===== config.mk =====
export PLATFORM = sky130hd
export DESIGN_NAME = hamm_err_monitor
export DESIGN_NICKNAME = d
export VERILOG_FILES = /design/src/rtl/hamm_pkg.sv /design/src/rtl/hamm_skid_buf.sv /design/src/rtl/hamm_err_monitor.sv
export SDC_FILE = /design/constraint.sdc
export NUM_CORES = 1
export LEC_CHECK = 0
export ABC_CLOCK_PERIOD_IN_PS = 3600
export CAP_MARGIN = 20
export CORE_MARGIN = 5
export CORE_UTILIZATION = 40
export DETAILED_ROUTE_END_ITERATION = 6
export SKIP_LAST_GASP = 1
export SLEW_MARGIN = 30
export SYNTH_ARGS = -nofsm -noshare
export SYNTH_HDL_FRONTEND = slang
export SYNTH_SLANG_ARGS = --single-unit

===== constraint.sdc =====
create_clock -name clk -period 3.6 [get_ports clk]
set_input_delay 0.72 -clock clk [delete_from_list [all_inputs] [get_ports clk]]
set_output_delay 0.72 -clock clk [all_outputs]
set_load 0.005 [all_outputs]

===== src/rtl/hamm_pkg.sv =====
// Shared definitions for the Hamming error monitor: data/syndrome widths
// and the health FSM state encoding.
package hamm_pkg;

  localparam int DATA_W = 8;
  localparam int SYN_W  = 4;

  typedef enum logic [1:0] {
    ST_OK    = 2'd0,
    ST_WARN  = 2'd1,
    ST_ALARM = 2'd2
  } hamm_state_e;

endpackage


===== src/rtl/hamm_skid_buf.sv =====
// Two-entry skid buffer. The main register drives the output; the skid
// register catches one extra word when the consumer stalls. in_ready is
// registered and drops only once the skid entry is occupied.
module hamm_skid_buf #(
  parameter int WIDTH = 9
) (
  input  logic             clk,
  input  logic             rst_n,
  input  logic             in_valid,
  output logic             in_ready,
  input  logic [WIDTH-1:0] in_data,
  output logic             out_valid,
  input  logic             out_ready,
  output logic [WIDTH-1:0] out_data
);

  logic             main_valid_reg, main_valid_next;
  logic [WIDTH-1:0] main_data_reg,  main_data_next;
  logic             skid_valid_reg, skid_valid_next;
  logic [WIDTH-1:0] skid_data_reg,  skid_data_next;
  logic             in_ready_reg,   in_ready_next;
  logic             push;

  assign push = in_valid && in_ready_reg;

  // Next-state for both entries; the main entry only changes when it is
  // empty or being consumed, so the output holds steady under a stall.
  always_comb begin
    main_valid_next = main_valid_reg;
    main_data_next  = main_data_reg;
    skid_valid_next = skid_valid_reg;
    skid_data_next  = skid_data_reg;
    if (skid_valid_reg) begin
      if (out_ready) begin
        main_data_next  = skid_data_reg;
        skid_valid_next = 1'b0;
      end
    end else if (push) begin
      if (!main_valid_reg || out_ready) begin
        main_valid_next = 1'b1;
        main_data_next  = in_data;
      end else begin
        skid_valid_next = 1'b1;
        skid_data_next  = in_data;
      end
    end else if (main_valid_reg && out_ready) begin
      main_valid_next = 1'b0;
    end
    in_ready_next = !skid_valid_next;
  end

  // Buffer registers; reset empties both entries and holds in_ready low.
  always_ff @(posedge clk or negedge rst_n) begin
    if (!rst_n) begin
      main_valid_reg <= 1'b0;
      main_data_reg  <= '0;
      skid_valid_reg <= 1'b0;
      skid_data_reg  <= '0;
      in_ready_reg   <= 1'b0;
    end else begin
      main_valid_reg <= main_valid_next;
      main_data_reg  <= main_data_next;
      skid_valid_reg <= skid_valid_next;
      skid_data_reg  <= skid_data_next;
      in_ready_reg   <= in_ready_next;
    end
  end

  assign in_ready  = in_ready_reg;
  assign out_valid = main_valid_reg;
  assign out_data  = main_data_reg;

endmodule


===== src/rtl/hamm_err_monitor.sv =====
// Hamming decoder error monitor: forwards clean/corrected words through a
// skid buffer, drops uncorrectable words, keeps saturating error totals and
// a windowed double-bit health FSM (OK/WARN/ALARM).
// Optional syndrome log enabled by defining HAMM_SYNDROME_LOG_EN.
module hamm_err_monitor
  import hamm_pkg::*;
#(
  parameter int CNT_W        = 16,
  parameter int ALARM_THRESH = 4,
  parameter int WINDOW_LEN   = 256
) (
  input  logic              clk,
  input  logic              rst_n,
  input  logic              in_valid,
  output logic              in_ready,
  input  logic [DATA_W-1:0] in_data,
  input  logic              single_bit_error,
  input  logic              double_bit_error,
  input  logic [SYN_W-1:0]  syndrome,
  output logic              out_valid,
  input  logic              out_ready,
  output logic [DATA_W-1:0] out_data,
  output logic              out_corr,
  output logic [CNT_W-1:0]  sb_count,
  output logic [CNT_W-1:0]  db_count,
  output logic              alarm,
  input  logic              clr
`ifdef HAMM_SYNDROME_LOG_EN
  ,
  output logic [SYN_W-1:0]  last_syndrome
`endif
);

  localparam logic [CNT_W-1:0] CNT_MAX  = '1;
  localparam logic [15:0]      WIN_LAST = 16'(WINDOW_LEN - 1);
  localparam logic [7:0]       THRESH   = 8'(ALARM_THRESH);

  logic              accept;
  logic              is_sb;
  logic              is_db;
  logic              win_wrap;
  logic [7:0]        win_db_base;
  logic [DATA_W:0]   skid_out;

  logic [CNT_W-1:0]  sb_cnt_reg, sb_cnt_next;
  logic [CNT_W-1:0]  db_cnt_reg, db_cnt_next;
  logic [15:0]       win_cnt_reg, win_cnt_next;
  logic [7:0]        win_db_reg, win_db_next;
  hamm_state_e       state_reg, state_next;

  assign accept = in_valid && in_ready;
  assign is_db  = double_bit_error;
  assign is_sb  = single_bit_error && !double_bit_error;

  // Only words without an uncorrectable error enter the output path.
  hamm_skid_buf #(
    .WIDTH(DATA_W + 1)
  ) u_skid (
    .clk      (clk),
    .rst_n    (rst_n),
    .in_valid (in_valid && !double_bit_error),
    .in_ready (in_ready),
    .in_data  ({single_bit_error, in_data}),
    .out_valid(out_valid),
    .out_ready(out_ready),
    .out_data (skid_out)
  );

  assign out_corr = skid_out[DATA_W];
  assign out_data = skid_out[DATA_W-1:0];

  // A word accepted on the wrap cycle belongs to the new window, so its
  // double-bit contribution is added on top of a cleared window count.
  assign win_wrap    = (win_cnt_reg == WIN_LAST);
  assign win_db_base = win_wrap ? 8'd0 : win_db_reg;

  // Counter, window and FSM next-state; clr overrides any same-cycle accept.
  always_comb begin
    sb_cnt_next  = sb_cnt_reg;
    db_cnt_next  = db_cnt_reg;
    win_cnt_next = win_cnt_reg;
    win_db_next  = win_db_reg;
    state_next   = state_reg;
    if (clr) begin
      sb_cnt_next  = '0;
      db_cnt_next  = '0;
      win_cnt_next = '0;
      win_db_next  = '0;
      state_next   = ST_OK;
    end else if (accept) begin
      if (is_sb && sb_cnt_reg != CNT_MAX) sb_cnt_next = sb_cnt_reg + CNT_W'(1);
      if (is_db && db_cnt_reg != CNT_MAX) db_cnt_next = db_cnt_reg + CNT_W'(1);
      win_cnt_next = win_wrap ? 16'd0 : win_cnt_reg + 16'd1;
      win_db_next  = win_db_base + 8'(is_db && win_db_base != 8'hFF);
      case (state_reg)
        ST_OK: begin
          if (is_db) state_next = (win_db_next >= THRESH) ? ST_ALARM : ST_WARN;
        end
        ST_WARN: begin
          if (win_db_next >= THRESH)              state_next = ST_ALARM;
          else if (win_wrap && win_db_next == '0) state_next = ST_OK;
        end
        default: state_next = state_reg;
      endcase
    end
  end

  // Counter, window and FSM state registers.
  always_ff @(posedge clk or negedge rst_n) begin
    if (!rst_n) begin
      sb_cnt_reg  <= '0;
      db_cnt_reg  <= '0;
      win_cnt_reg <= '0;
      win_db_reg  <= '0;
      state_reg   <= ST_OK;
    end else begin
      sb_cnt_reg  <= sb_cnt_next;
      db_cnt_reg  <= db_cnt_next;
      win_cnt_reg <= win_cnt_next;
      win_db_reg  <= win_db_next;
      state_reg   <= state_next;
    end
  end

  assign sb_count = sb_cnt_reg;
  assign db_count = db_cnt_reg;
  assign alarm    = (state_reg == ST_ALARM);

`ifdef HAMM_SYNDROME_LOG_EN
  logic [SYN_W-1:0] last_syn_reg;

  // Capture the syndrome of every accepted erroneous word.
  always_ff @(posedge clk or negedge rst_n) begin
    if (!rst_n)                                             last_syn_reg <= '0;
    else if (clr)                                           last_syn_reg <= '0;
    else if (accept && (single_bit_error || double_bit_error)) last_syn_reg <= syndrome;
  end

  assign last_syndrome = last_syn_reg;
`else
  logic unused_syndrome;
  assign unused_syndrome = ^syndrome;
`endif

endmodule


**After elaboration in Yosys (flattened, before gate mapping)**

Cells that the tools add are included.

- Register bits: 79
- Input port bits: 19
- Output and inout port bits: 44
- Word-level logic and storage cells: 85

- Add/subtract/negate cells: 4
- Magnitude comparators: 1
- Eq/ne operators: 10
- Multiplexer cells: 30
- Bitwise gates (word level): 2
- Reductions and logical operators: 28

Operators by type and width:

| kind | number |
|---|---|
| $mux W16 | 9 |
| $add A16 B1 Y16 const B | 3 |
| $mux W9 | 4 |
| $ne A16 B16 Y1 const B | 2 |
| $mux W8 | 3 |
| $eq A16 B8 Y1 const B | 1 |
| $mux W2 | 6 |
| $reduce_bool A2 Y1 | 6 |
| $logic_and A1 B1 Y1 | 9 |
| $reduce_and A3 Y1 | 3 |
| $add A8 B1 Y8 | 1 |
| $ge A8 B3 Y1 const B | 1 |
| $logic_not A8 Y1 | 1 |
| $ne A8 B8 Y1 const B | 1 |
| $mux W1 | 7 |
| $ne A2 B2 Y1 const B | 2 |
| $ne A4 B4 Y1 const B | 1 |
| $pmux W2 S2 | 1 |
| $reduce_and A2 Y1 | 2 |
| $reduce_and A4 Y1 | 1 |
| $logic_not A1 Y1 | 3 |
| $ne A3 B3 Y1 const B | 1 |
| $reduce_bool A3 Y1 | 1 |
| $eq A2 B1 Y1 const B | 1 |
| 4 further kinds | 5 |

**Longest topological paths before layout**

Gate-level depths: netlist of the first run.

- Depth after elaboration: 12
- Depth in mapped cells: 13
- Depth with buffers taken out: 12

**Modules after synthesis**

Synthesis of the first run repeated with hierarchy kept, for this count alone.

- Cells, all modules: 424
- Area total of the unflattened synthesis: 4237.8 µm²

By module, submodules not included:

| module | times used | cells each | area an instance (µm²) |
|---|---|---|---|
| hamm_err_monitor | 1 | 362 | 3290.7 |
| hamm_skid_buf | 1 | 62 | 947.2 |

**Worst setup path after synthesis of the first run**

Ideal clock, no wire load.

- Path kind: reg-to-reg
- Start: register win_cnt_reg[8]
- End: register state_reg[1]
- Data arrival time: 3.010 ns
- Slack: 0.466 ns
- Stages on the path, launching flop included: 13
- Path buffers: 1
- Period minus slack after synthesis: 3.134 ns
- Cell sequence: dfrtp_1 -> or4_4 -> nor4_4 -> buf_4 -> nor2b_1 -> a21boi_0 -> ha_1 -> ha_1 -> and3_1 -> nand3_1 -> a2111oi_0 -> nor3_1 -> o31a_1

- Cells in the longest elaborated chain, start to end: 11

RTL lines:

| element | line | text |
|---|---|---|
| from (decl) | hamm_err_monitor.sv:47 | `logic [15:0] win_cnt_reg, win_cnt_next;` |
| from (signal assigned) | hamm_err_monitor.sv:119 | `win_cnt_reg <= win_cnt_next;` |
| $eq A16 B8 Y1 (*) | hamm_err_monitor.sv:74 | `assign win_wrap = (win_cnt_reg == WIN_LAST);` |
| $mux W8 | hamm_err_monitor.sv:75 | `assign win_db_base = win_wrap ? 8'd0 : win_db_reg;` |
| $ne A8 B8 Y1 | hamm_err_monitor.sv:94 | `win_db_next = win_db_base + 8'(is_db && win_db_base != 8'hFF);` |
| $logic_and A1 B1 Y1 | hamm_err_monitor.sv:94 |  |
| $add A8 B1 Y8 | hamm_err_monitor.sv:94 |  |
| $ge A8 B3 Y1 | hamm_err_monitor.sv:97, hamm_err_monitor.sv:100 |  |
| $mux W2 (2 in series) | hamm_err_monitor.sv:97 | `if (is_db) state_next = (win_db_next >= THRESH) ? ST_ALARM : ST_WARN;` |
| $pmux W2 S2 | hamm_err_monitor.sv:95 | `case (state_reg)` |
| $mux W2 | hamm_err_monitor.sv:90 | `end else if (accept) begin` |
| $mux W2 | hamm_err_monitor.sv:84 | `if (clr) begin` |
| to (signal assigned) | hamm_err_monitor.sv:121 | `state_reg <= state_next;` |
| to (decl) | hamm_err_monitor.sv:49 | `hamm_state_e state_reg, state_next;` |

Mark *: on every way between the ends. The rest lies on a longest branch, timed or not. The select of a mux whose other input is x is not followed.
A chain may end at the register's enable or synchronous reset.

**Worst setup path after layout of the first run**

Same ends and word-level chain as after synthesis.

==> results of run 1 <==
[final cells by class]
cell class | instances | area, um2 | share of cell area, %
Multi-Input combinational cell | 331 | 2030 | 40.2
Clock inverter | 3 | 90.1 | 1.78
Clock buffer | 13 | 149 | 2.94
Inverter | 8 | 30.0 | 0.594
Tap cell | 136 | 170 | 3.37
Timing Repair Buffer | 62 | 607 | 12.0
Sequential cell | 79 | 1980 | 39.1
[power breakdown]
| group | switching, uW | total [uW] | internal [uW] | leakage (uW) |
|---|---|---|---|---|
| clock | 314 | 795 | 481 | 0.000118 |
| sequential | 46.8 | 1010 | 962 | 0.00106 |
| combinational | 105 | 237 | 133 | 0.000861 |
| total | 465 | 2040 | 1580 | 0.00204 |
[how the worst min path moves through the flow]
stage	start	to	slack, ns	cells past startpoint
3_5_place_dp	u_skid.out_data[5]	u_skid.out_data[5]	0.47	2
5_1_grt	rst_n	u_skid.out_data[7]	0.47	1
6_report	rst_n	win_db_reg[5]	0.40	1
2_1_floorplan	rst_n	db_count[0]	0.42	0
4_1_cts	rst_n	win_db_reg[5]	0.43	1
3_3_place_gp	u_skid.out_data[5]	u_skid.out_data[5]	0.46	2
[kinds of logic after synthesis]
logic type,after synthesis,synth area share [%]
and+or+nand+nor,208,25.7
DFF,79,48.1
AOI/OAI and AO/OA,57,8.03
xor gates and xnor gates,34,7.24
muxes,27,6.90
buffers and inverters,25,2.52
adders and majority gates,5,1.52
[per-layer routing]
layer  track usage (%)  vias to the layer above
met3              3.97                        9
met4              5.35                        0
met5                 0                        -
met2              24.2                       66
li1                  -                     1644
met1              20.2                     1568
[critical path, cell delays in order (launching register included)]
cell and delay [ns]:
dfrtp_1 0.42, or4_4 0.55, nor4_4 0.33, nor2b_1 0.10, a21boi_0 0.17, ha_1 0.22, ha_1 0.23, and3_1 0.21
nand3_1 0.08, a2111oi_0 0.42, nor3_1 0.14, o31a_1 0.26
[through the flow]
step	worst slack [ns]	total power (uW)	instances
final	0.365	2040	632
after CTS	0.353	2080	632
after global routing	0.146	2150	632
after global placement	0.408	1260	616
after floorplan	0.466	1130	435
after detailed placement	0.330	1270	616
[layout by cell type (no fill, tap or decap), types with 4 or more instances in the layout]
master / instances
and4_1: 4
nand3_1: 24
nor3_1: 17
buf_4: 4
and3_1: 9
clkbuf_8: 10
nor2b_1: 5
nor4_1: 7
nand2b_1: 4
inv_1: 8
nor2_1: 64
nand2_1: 39
clkdlybuf4s50_1: 56
o21ai_0: 22
xor2_1: 16
or3_1: 4
dfrtp_1: 79
mux2_2: 11
ha_1: 5
xnor2_1: 18
mux2i_1: 16
nand4_1: 14
a21oi_1: 16
==> metrics.md, run 1 <==
| Metric | Value |
|---|---|
| Worst reg2reg setup slack | `0.36 ns` |
| Top_reg_cell synth | `dfrtp_1` |
| Slew Limit Fails | `0` |
| Routed wl met2 | `roughly 4300 um` |
| Cells after Synth | `435` |
| Placed inst area | `approximately 4800 um2` |
| Total CTS buffers | `9` |
| CP Capture Point | `state_reg[1]` |
| Status | `completed` |
| Uppermost layer routed | `met4` |
| Post-CTS resize count | `0` |
| Most common cell in the netlist | `dfrtp_1` |
| Overall routing resource usage | `between 10% and 20%` |
| FILL cells | `slightly below 1k` |
| Hold-fix buffers, CTS | `0` |
| Largest net degree at the start of global routing | `80` |
| DP HPWL | `6120 um` |
| Worst flop-to-flop path endpoint | `state_reg[1]` |
| Hold Path Class | `in -> async` |
| Rel. slew slack | `between 50% and 60%` |
| Layout Utilization | `around 50%` |
| IO Pins | `63` |
| Worst-case reg-to-reg path depth | `11` |
| Fin Clk Skew | `around 0.0086 ns` |
| Synth unique cells | `47` |
| Iteration-0 DRC count of the detailed router | `roughly 150` |
| Startpoint Class | `flip-flop` |
| Post-route setup TNS | `0 ns` |
| GR Overflow Total | `0` |
| DR pass1 iterations | `4` |
| Static Leak | `roughly 0.002 uW` |
| Clock slew at reported path FFs | `0.08 ns` |
| Synthesis Warnings | `0` |
| Max frequency | `roughly 0.3 GHz` |
| Worst-case clock buffer depth | `2` |
| DR vias | `roughly 3.3k` |
| Setup violations, final | `0` |
| Crit path kind | `reg -> reg` |
| Worst-path fanout max | `5` |
| Maximum vdd drop | `approximately 230 uV` |
| Initial core utilization | `40.4%` |
| Max-cap violations | `0` |
| Post-Route WL | `roughly 9000 um` |
| RSZ-0062 raised after global routing | `no` |
| Post-synthesis sequential area ratio | `between 40% and 50%` |
| CTS root buf | `clkbuf_8` |
| Row Count | `37` |
| Routed met1 length | `roughly 4100 um` |
| Critical path capture point type | `flip-flop` |
| Nets | `515` |
| Slew @ Worst Pin | `roughly 0.72 ns` |
| Pwr/cell area | `between 400 and 500 nW/um2` |
| Share of the synthesized area in the top cell type | `approximately half` |
| H-tree level count | `3` |
| Final ANT Viol Nets | `0` |
| First-pass GRT wire length | `approximately 16,000 um` |
| Clk_lat worst skew | `~0.34 ns` |
| IO Port Bufs | `a little under 60` |
| Synthesized net count | `roughly 460` |
| EDFF count, synth | `0` |
| Final Critical Period | `roughly 3.2 ns` |
| Worst hold slack | `~0.40 ns` |
| Area grow syn2layout | `22.9%` |
| Largest cells by area after synthesis | `dfrtp_1 (48%), nor2_1 (5.8%), mux2i_1 (3.9%)` |
| R2R Path Start | `win_cnt_reg[8]` |
| Async S/R FF share, synth | `100%` |
| Crit. Startpoint | `win_cnt_reg[8]` |
| CTS Sinks | `79` |
| Met3 WL | `roughly 470 um` |
| Post-synthesis area per instance | `between 9 and 10 um2` |
| Fin area | `about 5100 um2` |
| Die ar. | `12,400 um2` |
| Ant diodes | `0` |
| Final period utilization | `~90%` |
| Vias in the first global route | `about 3.3k` |
| Antenna violations before repair | `0` |
| WL/cell | `roughly 14 um` |
| Commonest cells in the netlist | `dfrtp_1 (79), nor2_1 (64), nand2_1 (39)` |
| Seq cells post-synth | `79` |
| Worst endpoint required time | `about 3.8 ns` |
| # DRC | `0` |
| CTS tree | `built` |
| Yosys top cell by area | `dfrtp_1` |
| Gp weighted congestion | `about 0.78` |
| Core Area | `about 10,000 um2` |
| Syn Std Cell Area | `a little over 4000 um2` |
| Final hold vios | `0` |
| Via/cell ratio | `~5.2` |
| Fraction of layout cells with a size suffix above 1 | `between 7 and 8%` |
| WP data arrival | `between 3 and 4 ns` |
| Chip width | `111 um` |
| Die Ht | `111 um` |
| Post-CTS Setup Bufs | `0` |
Note: power is estimated with default switching activity, not from simulation.
==> inputs of run 2 (changes only) <==
Settings changed: PLACE_DENSITY set to 0.61.
==> run 2 against run 1 <==
Routed wire length up 3.4%. Sequential cell count unchanged. Register-to-register slack worse by 0.04 ns. Fmax down 1.2%. Die area unchanged. Sequential share of layout area about the same. Hold slack worse by 0.0080 ns. Combinational power up 2%. Power down 1.9%. Clock power down 5.5%. Final cell count up 0.32%. First-iteration DRC count down 22%. Largest cell class unchanged. Largest power group unchanged.
==> metrics.md, run 2 (synthesized netlist as in run 1, its figures left out) <==
| Metric | Value |
|---|---|
| FF/Latch Area | `1980 um2 (unchanged)` |
| Final ANT Viol Nets | `0 (unchanged)` |
| Status | `completed` |
| Slew Limit Fails | `0 (unchanged)` |
| Slew @ Worst Pin | `0.809 ns (+0.0940 ns)` |
| Maximum vdd drop | `259 uV (+15%)` |
| CTS root buf | `clkbuf_8` |
| RSZ-0062 raised after global routing | `no` |
| Worst endpoint required time | `3.83 ns (about the same)` |
| Gp weighted congestion | `0.764 (-1.6%)` |
| Worst-case clock buffer depth | `2 (unchanged)` |
| Most frequent cells in the layout | `dfrtp_1 (79), nor2_1 (64), clkdlybuf4s50_1 (56)` |
| H-tree level count | `3 (unchanged)` |
| Iteration-0 DRC count of the detailed router | `116 (-22%)` |
| Max-cap violations | `0 (unchanged)` |
| # DRC | `0 (unchanged)` |
| DR pass1 iterations | `4 (unchanged)` |
| IO Pins | `63 (unchanged)` |
| Worst path most repeated cell | `ha_1` |
| Area grow syn2layout | `22.9% (about the same)` |
| Post-CTS resize count | `0 (unchanged)` |
| DP HPWL | `6300 um (+3.0%)` |
| Post-route setup TNS | `0 ns (unchanged)` |
| Ant diodes | `0 (unchanged)` |
| Final Critical Period | `3.28 ns (+0.0403 ns)` |
| Clock slew at reported path FFs | `0.09 ns (about the same)` |
| WL/cell | `14.7 um (+3.1%)` |
| Nets | `517 (+0.39%)` |
| CTS tree | `built` |
| Critical path capture point type | `flip-flop` |
| Fraction of layout cells with a size suffix above 1 | `8.23% (+0.77 points)` |
| Post-CTS Setup Bufs | `0 (unchanged)` |
| Crit path buf inv count | `0 (unchanged)` |
| Vias in the first global route | `3,357 (+3.2%)` |
| DR vias | `3,363 (+2.3%)` |
| Total CTS buffers | `9 (unchanged)` |
| Clk_lat worst skew | `0.35 ns (about the same)` |
| WP data arrival | `3.51 ns (+0.04 ns)` |
| Overall routing resource usage | `15.7% (+0.45 points)` |
| Static Leak | `0.00204 uW (about the same)` |
| Pwr/cell area | `396 nW/um2 (-1.9%)` |
| Row Count | `37 (unchanged)` |
| Rel. slew slack | `45.6% (-6.3 points)` |
| Final hold vios | `0 (unchanged)` |
| Initial core utilization | `40.4% (unchanged)` |
| Worst path slowest cell | `or4_4` |
| CP Cell Sequence | `or4_4 > nor4_4 > nor2b_1 > a21boi_0 > ha_1 > ha_1 > and3_1 > nand3_1 > a2111oi_0 > nor3_1 > o31a_1` |
| Worst flop-to-flop path endpoint | `state_reg[1]` |
| Startpoint Class | `flip-flop` |
| Finished Layout Cells | `634 (+0.32%)` |
| First-pass GRT wire length | `16,300 um (+3.4%)` |
| Delay-heaviest family, CP | `simple AND/OR/NAND/NOR gates` |
| Hold Path Class | `in -> async` |
| FILL cells | `997 (+0.40%)` |
| Via/cell ratio | `5.30 (+2.0%)` |
| Worst reg2reg setup slack | `0.32 ns (-0.04 ns)` |
| Post-Route WL | `9320 um (+3.4%)` |
| CTS Sinks | `79 (unchanged)` |
| Hold-fix buffers, CTS | `0 (unchanged)` |
| Worst-path fanout max | `5 (unchanged)` |
| Commonest non-fill, non-tap cell in the layout | `dfrtp_1` |
| Die ar. | `12,400 um2 (unchanged)` |
| Multi-input combinational cell area | `2030 um2 (unchanged)` |
| Max frequency | `0.305 GHz (-1.2%)` |
| Crit. Startpoint | `win_cnt_reg[8]` |
| Final period utilization | `91.0% (+1.1 points)` |
| Chip width | `111 um (unchanged)` |
| Worst hold slack | `0.395 ns (-0.00796 ns)` |
| Crit path kind | `reg -> reg` |
| Core Area | `10,200 um2 (unchanged)` |
| Largest net degree at the start of global routing | `80 (unchanged)` |
| R2R Path Start | `win_cnt_reg[8]` |
| Die Ht | `111 um (unchanged)` |
| IO Port Bufs | `58 (unchanged)` |
| Antenna violations before repair | `0 (unchanged)` |
| GR Overflow Total | `0 (unchanged)` |
| Post-Place Cells | `618 (+0.32%)` |
| Setup violations, final | `0 (unchanged)` |
| Max incr delay on CP | `0.56 ns (about the same)` |
| Fin Clk Skew | `0.0108 ns (+0.00216 ns)` |
| Worst-case reg-to-reg path depth | `11 (unchanged)` |
## run 2: cell types whose count changed in the layout (fill, tap and decap cells not counted)
cell / before / now
buf_4: 4 / 6
bufinv_16: 3 / 2
clkbuf_1: 3 / 1
clkinv_2: 0 / 1
clkinv_4: 0 / 1
clkinvlp_4: 0 / 1
## run 2: per-layer routing
metal	GRT usage [%]	wire length (um)	vias up
met5	0	0	-
met2	25.1	4360	61
li1	-	-	1656
met1	20.5	4390	1638
met3	5.11	474	8
met4	4.38	93	0
## run 2: power by group
group / internal [uW] / switching [uW] / leakage [uW] / total (uW)
logic: 135 / 107 / 0.000871 / 242
registers: 962 / 47.6 / 0.00106 / 1010
clock network: 410 / 340 / 0.000110 / 751
total: 1510 / 495 / 0.00204 / 2000
## run 2: final cells by class
class	instances	share of cell area (%)
repair buffers	64	12.3
clock inverters	5	1.61
well taps	136	3.37
flip-flops and latches	79	39.1
multi-input cells	331	40.2
inverters	8	0.594
clock buffers	11	2.80
## run 2: how the worst max path moves through the flow
| stage | end | slack [ns] | cells after the start |
|---|---|---|---|
| after CTS | state_reg[1] | 0.31 | 11 |
| after detailed placement | state_reg[1] | 0.31 | 11 |
| after global placement | state_reg[1] | 0.44 | 11 |
| final | state_reg[1] | 0.32 | 11 |
| after floorplan | state_reg[1] | 0.47 | 12 |
| after global routing | state_reg[1] | 0.06 | 11 |
## run 2: per-stage QoR
step	utilization [%]	setup slack, ns	area [um2]	power (uW)
final	49.6	0.324	5050	2000
after global routing	49.6	0.0583	5050	2110
after CTS	49.6	0.305	5050	2030
after detailed placement	47.4	0.314	4830	1270
after global placement	47.4	0.435	4830	1260
after floorplan	-	0.466	4110	1130
==> inputs of run 3 (changes only) <==
Settings changed: CORE_MARGIN 5 to 2, CORE_UTILIZATION 40 to 54, PLACE_DENSITY 0.61 to 0.79.
==> run 3 against run 2 <==
Power decreased by 5.0%. Routed wire length decreased by 4.0%. Sequential share of layout area grew 0.55 points. Clock power is 14% lower. First-iteration DRC count grew 81%. Hold slack got worse by 0.090 ns. Global-route usage rose by 7.5 points. Combinational power hardly changed. Critical path type unchanged.
==> metrics.md, run 3 (synthesized netlist as in run 1, its figures left out) <==
| Metric | Value |
|---|---|
| Status | `completed` |
| Critical path capture point type | `flip-flop` |
| Fin Clk Skew | `0.0103 ns (-0.000481 ns)` |
| DR pass1 iterations | `4 (unchanged)` |
| Area grow syn2layout | `21.2%` |
| Setup violations, final | `0 (unchanged)` |
| IO Pins | `63 (unchanged)` |
| Multi-input combinational cell area | `2030 um2 (unchanged)` |
| Overall routing resource usage | `23.2% (+7.5 points)` |
| Post-route setup TNS | `0 ns (unchanged)` |
| Die Ht | `91.3 um (-18%)` |
| DR vias | `3,398 (+1.0%)` |
| Hold Path Class | `in -> async` |
| CTS tree | `built` |
| Layout Utilization | `68.0% (+18 points)` |
| Worst hold slack | `0.305 ns (-0.0902 ns)` |
| Static Leak | `0.00203 uW (-0.89%)` |
| Worst flop-to-flop path endpoint | `state_reg[1]` |
| Clk_lat worst skew | `0.35 ns (about the same)` |
| Worst-path fanout max | `5 (unchanged)` |
| Nets | `516 (-0.19%)` |
| Most frequent cells in the layout | `dfrtp_1 (79), nor2_1 (64), clkdlybuf4s50_1 (56)` |
| Gp weighted congestion | `0.879 (+15%)` |
| R2R Path Start | `win_cnt_reg[10]` |
| Final period utilization | `88.0% (-3.0 points)` |
| WL/cell | `15.0 um (+2.1%)` |
| Final Critical Period | `3.17 ns (-0.108 ns)` |
| Total CTS buffers | `9 (unchanged)` |
| Worst reg2reg setup slack | `0.43 ns (+0.11 ns)` |
| Startpoint Class | `flip-flop` |
| Worst setup slack before clock tree synthesis | `0.333 ns (+0.0188 ns)` |
| GR Overflow Total | `0 (unchanged)` |
| DP HPWL | `6160 um (-2.2%)` |
| IO Port Bufs | `58 (unchanged)` |
| Worst-case reg-to-reg path depth | `11 (unchanged)` |
| Crit. Startpoint | `win_cnt_reg[10]` |
| CP Capture Point | `state_reg[1]` |
| First-pass GRT wire length | `15,700 um (-3.2%)` |
| CTS Sinks | `79 (unchanged)` |
| Slew @ Worst Pin | `0.813 ns (+0.00388 ns)` |
| Final hold vios | `0 (unchanged)` |
| Finished Layout Cells | `596 (-6.0%)` |
| Iteration-0 DRC count of the detailed router | `210 (+81%)` |
| Core Area | `7330 um2 (-28%)` |
| Hold-fix buffers, CTS | `0 (unchanged)` |
| Final worst setup slack | `0.433 ns (+0.108 ns)` |
| Rel. slew slack | `45.3% (-0.26 points)` |
| Maximum vdd drop | `302 uV (+17%)` |
| Post-Place Cells | `580 (-6.1%)` |
| Slew Limit Fails | `0 (unchanged)` |
| # DRC | `0 (unchanged)` |
| Initial core utilization | `56.1% (+16 points)` |
| FILL cells | `568 (-43%)` |
| Fraction of layout cells with a size suffix above 1 | `7.85% (-0.39 points)` |
| H-tree level count | `3 (unchanged)` |
| Antenna violations before repair | `0 (unchanged)` |
| Crit path kind | `reg -> reg` |
| Vias in the first global route | `3,403 (+1.4%)` |
| Max-cap violations | `0 (unchanged)` |
| Via/cell ratio | `5.70 (+7.5%)` |
| Largest net degree at the start of global routing | `47 (-41%)` |
| Ant diodes | `0 (unchanged)` |
| Row Count | `31 (-16%)` |
| RSZ-0062 raised after global routing | `no` |
| Worst endpoint required time | `3.84 ns (about the same)` |
| Final ANT Viol Nets | `0 (unchanged)` |
| CTS root buf | `clkbuf_8` |
| Post-Route WL | `8940 um (-4.0%)` |
| Chip width | `91.3 um (-18%)` |
| Worst-case clock buffer depth | `2 (unchanged)` |
| Post-CTS Setup Bufs | `0 (unchanged)` |
| Die ar. | `8330 um2 (-33%)` |
| Commonest non-fill, non-tap cell in the layout | `dfrtp_1` |
| Post-CTS resize count | `0 (unchanged)` |
| Pwr/cell area | `382 nW/um2 (-3.6%)` |
| Clock slew at reported path FFs | `0.09 ns (about the same)` |
| WP data arrival | `3.41 ns (-0.10 ns)` |
| Max frequency | `0.316 GHz (+3.4%)` |
| FF/Latch Area | `1980 um2 (unchanged)` |
[run 3: layout make-up]
cell class | count | share of cell area [%]
timing repair buffer | 63 | 12.7
clock inverter | 5 | 1.18
sequential | 79 | 39.7
inverter | 8 | 0.602
tap | 99 | 2.48
clock buffer | 11 | 2.64
multi-input combinational | 331 | 40.8
[run 3: worst min path at each step]
stage          slack (ns)                 end                from  cells past startpoint
2_1_floorplan        0.42         db_count[0]               rst_n                      0
3_3_place_gp         0.46  u_skid.out_data[4]  u_skid.out_data[4]                      2
3_5_place_dp         0.47  u_skid.out_data[4]  u_skid.out_data[4]                      2
4_1_cts              0.32       win_db_reg[5]               rst_n                      1
5_1_grt              0.34       win_db_reg[5]               rst_n                      1
6_report             0.31       win_db_reg[5]               rst_n                      1
[run 3: metrics by stage]
stage | cell area, um2 | total power [uW]
6_report | 4980 | 1900
5_1_grt | 4980 | 1980
4_1_cts | 4980 | 1920
3_5_place_dp | 4790 | 1270
3_3_place_gp | 4770 | 1260
2_1_floorplan | 4110 | 1130
[run 3: per-layer routing]
layer / GRT usage, % / up-vias / share of wire [%]
met2: 37.3 / 91 / 49
met5: 0 / - / 0
met3: 4.81 / 7 / 5.4
met4: 8.33 / 0 / 0.95
met1: 31.1 / 1654 / 45
li1: - / 1646 / -
[run 3: critical path: stages, from the launching register on]
cell and delay, ns:
dfrtp_1 0.44, or4_1 0.59, nor4_4 0.26, nor2b_1 0.09, a21boi_0 0.16, ha_1 0.21, ha_1 0.23, and3_1 0.21
nand3_1 0.09, a2111oi_0 0.41, nor3_1 0.14, o31a_1 0.25
[run 3: report_power, final]
| part | switching, uW | internal [uW] |
|---|---|---|
| combinational | 107 | 136 |
| clock | 327 | 321 |
| sequential | 49.4 | 962 |
| total | 484 | 1420 |
==> RTL edit, RTL diff (flow settings as in run 1) <==
Change the parameter `WINDOW_LEN` from 256 to 192.
--- a/src/rtl/hamm_err_monitor.sv
+++ b/src/rtl/hamm_err_monitor.sv
@@ -9,3 +9,3 @@
   parameter int ALARM_THRESH = 4,
-  parameter int WINDOW_LEN   = 256
+  parameter int WINDOW_LEN   = 192
 ) (
Formal check against the unedited RTL: same outputs for any inputs over 10 cycles, from zero or initial values and one cycle with rst_n low; that may be too few to reach the edited logic, so the function may still have changed.
==> RTL edit against run 1 <==
Global-route usage down 0.35 points; design area up 0.27%; area after synthesis down 0.27%; setup slack worse by 78 ps; power up 0.32%; first-iteration DRC count up 4.1%; sequential share of layout area down 0.11 points; sequential cell count unchanged; routed wire length down 2.7%; synthesized cell count down 4.1%; largest power group unchanged.
==> RTL edit: results (changes against run 1) <==
clock_skew_ps: 12.5  # +3.88 ps
cp_max_fo: 6  # +1
via_count: 3234  # -1.6%
dp_cells: 604  # -1.9%
syn_inst: 417  # -4.1%
r2r-start: "win_cnt_reg[6]"
dp_worst_setup_slack_ps: 304  # -26.2 ps
track_usage_pct: 14.9  # -0.35 points
cts_buffer_depth: 2  # unchanged
leakage_nw: 2.08  # +2.1%
synth_nets: 441  # -3.9%
final_cells: 620  # -1.9%
ys_top_cells_by_area: "dfrtp_1, nor2_1, xor2_1, xnor2_1, nand2_1"
critPathArrivalTime_ps: 3560  # +90 ps
grt_pass1_wl_um: 15500  # -1.2%
drive_gt1_share_pct: 9.50  # +2.0 points
swShare_pct: 23.8  # +1.0 points
wire_per_inst_um: 14.1  # -0.79%
fin_nets: 503  # -2.3%
run_status: "completed"
ys_seq_area_share_pct: 48.2  # +0.13 points
dp.final_hpwl_um: 6060  # -0.87%
p_int_w: 0.00156  # -0.99%
clkPwrFrac_pct: 38.8  # -0.2 points
worst_slew_pin_slew_ps: 724  # +9.08 ps
place_area_um2: 4830  # +0.31%
ir_drop_uv: 241  # +6.9%
RTL edit: cell count changes in the layout (fill, tap and decap cells not counted), moves of 4 or more:
cell / delta
nand3_1: -5
nor2_1: -10
xor2_1: +4
nand2_1: -6
and2_1: +4
mux2i_1: -5
nand4_1: +4
nor2b_1: -5
a22o_1: +5
RTL edit: logic make-up (layout without fill, tap and decap cells):
family	Yosys count	count (layout)	synth area share, %
muxes	21	21	5.43
AOI/OAI and AO/OA	68	68	10.5
and+or+nand+nor	186	186	23.7
adders and majority gates	5	5	1.52
DFF	79	79	48.2
buffers and inverters	20	87	2.53
xor gates and xnor gates	38	38	8.11
RTL edit: worst paths after layout:
| kind | slack (ps) | cells past startpoint | endpoint |
|---|---|---|---|
| min | 390 | 1 | db_count[8] |
| max in group asynchronous | 2690 | 1 | win_db_reg[0] |
| max reg2reg | 290 | 10 | state_reg[0] |
| min in group clk | 490 | 2 | u_skid.out_data[6] |
| min reg2reg | 490 | 2 | u_skid.out_data[6] |
| max | 290 | 10 | state_reg[0] |
RTL edit: area by class of cell:
cell class | instances | area (µm²)
clock buffers | 11 | 131
clock inverters | 5 | 106
fillers | 989 | 5110
inverters | 6 | 22.5
multi-input cells | 318 | 2030
flip-flops and latches | 79 | 1980
well taps | 136 | 170
repair buffers | 65 | 634
RTL edit: layer usage:
layer | GRT usage, % | vias up | wire length, µm
li1 | - | 1622 | -
met1 | 19.6 | 1554 | 4100
met2 | 24.0 | 48 | 4220
met5 | 0 | - | 0
met3 | 3.49 | 10 | 337
met4 | 4.87 | 0 | 110
RTL edit: worst max-delay path, stage by stage (launching register included):
cell	delay [ps]
dfrtp_1	450
or4b_4	570
or4_4	600
and2_2	230
a21boi_1	120
ha_1	220
ha_1	210
and3_1	210
a31oi_1	130
o211a_1	250
nor4_2	230
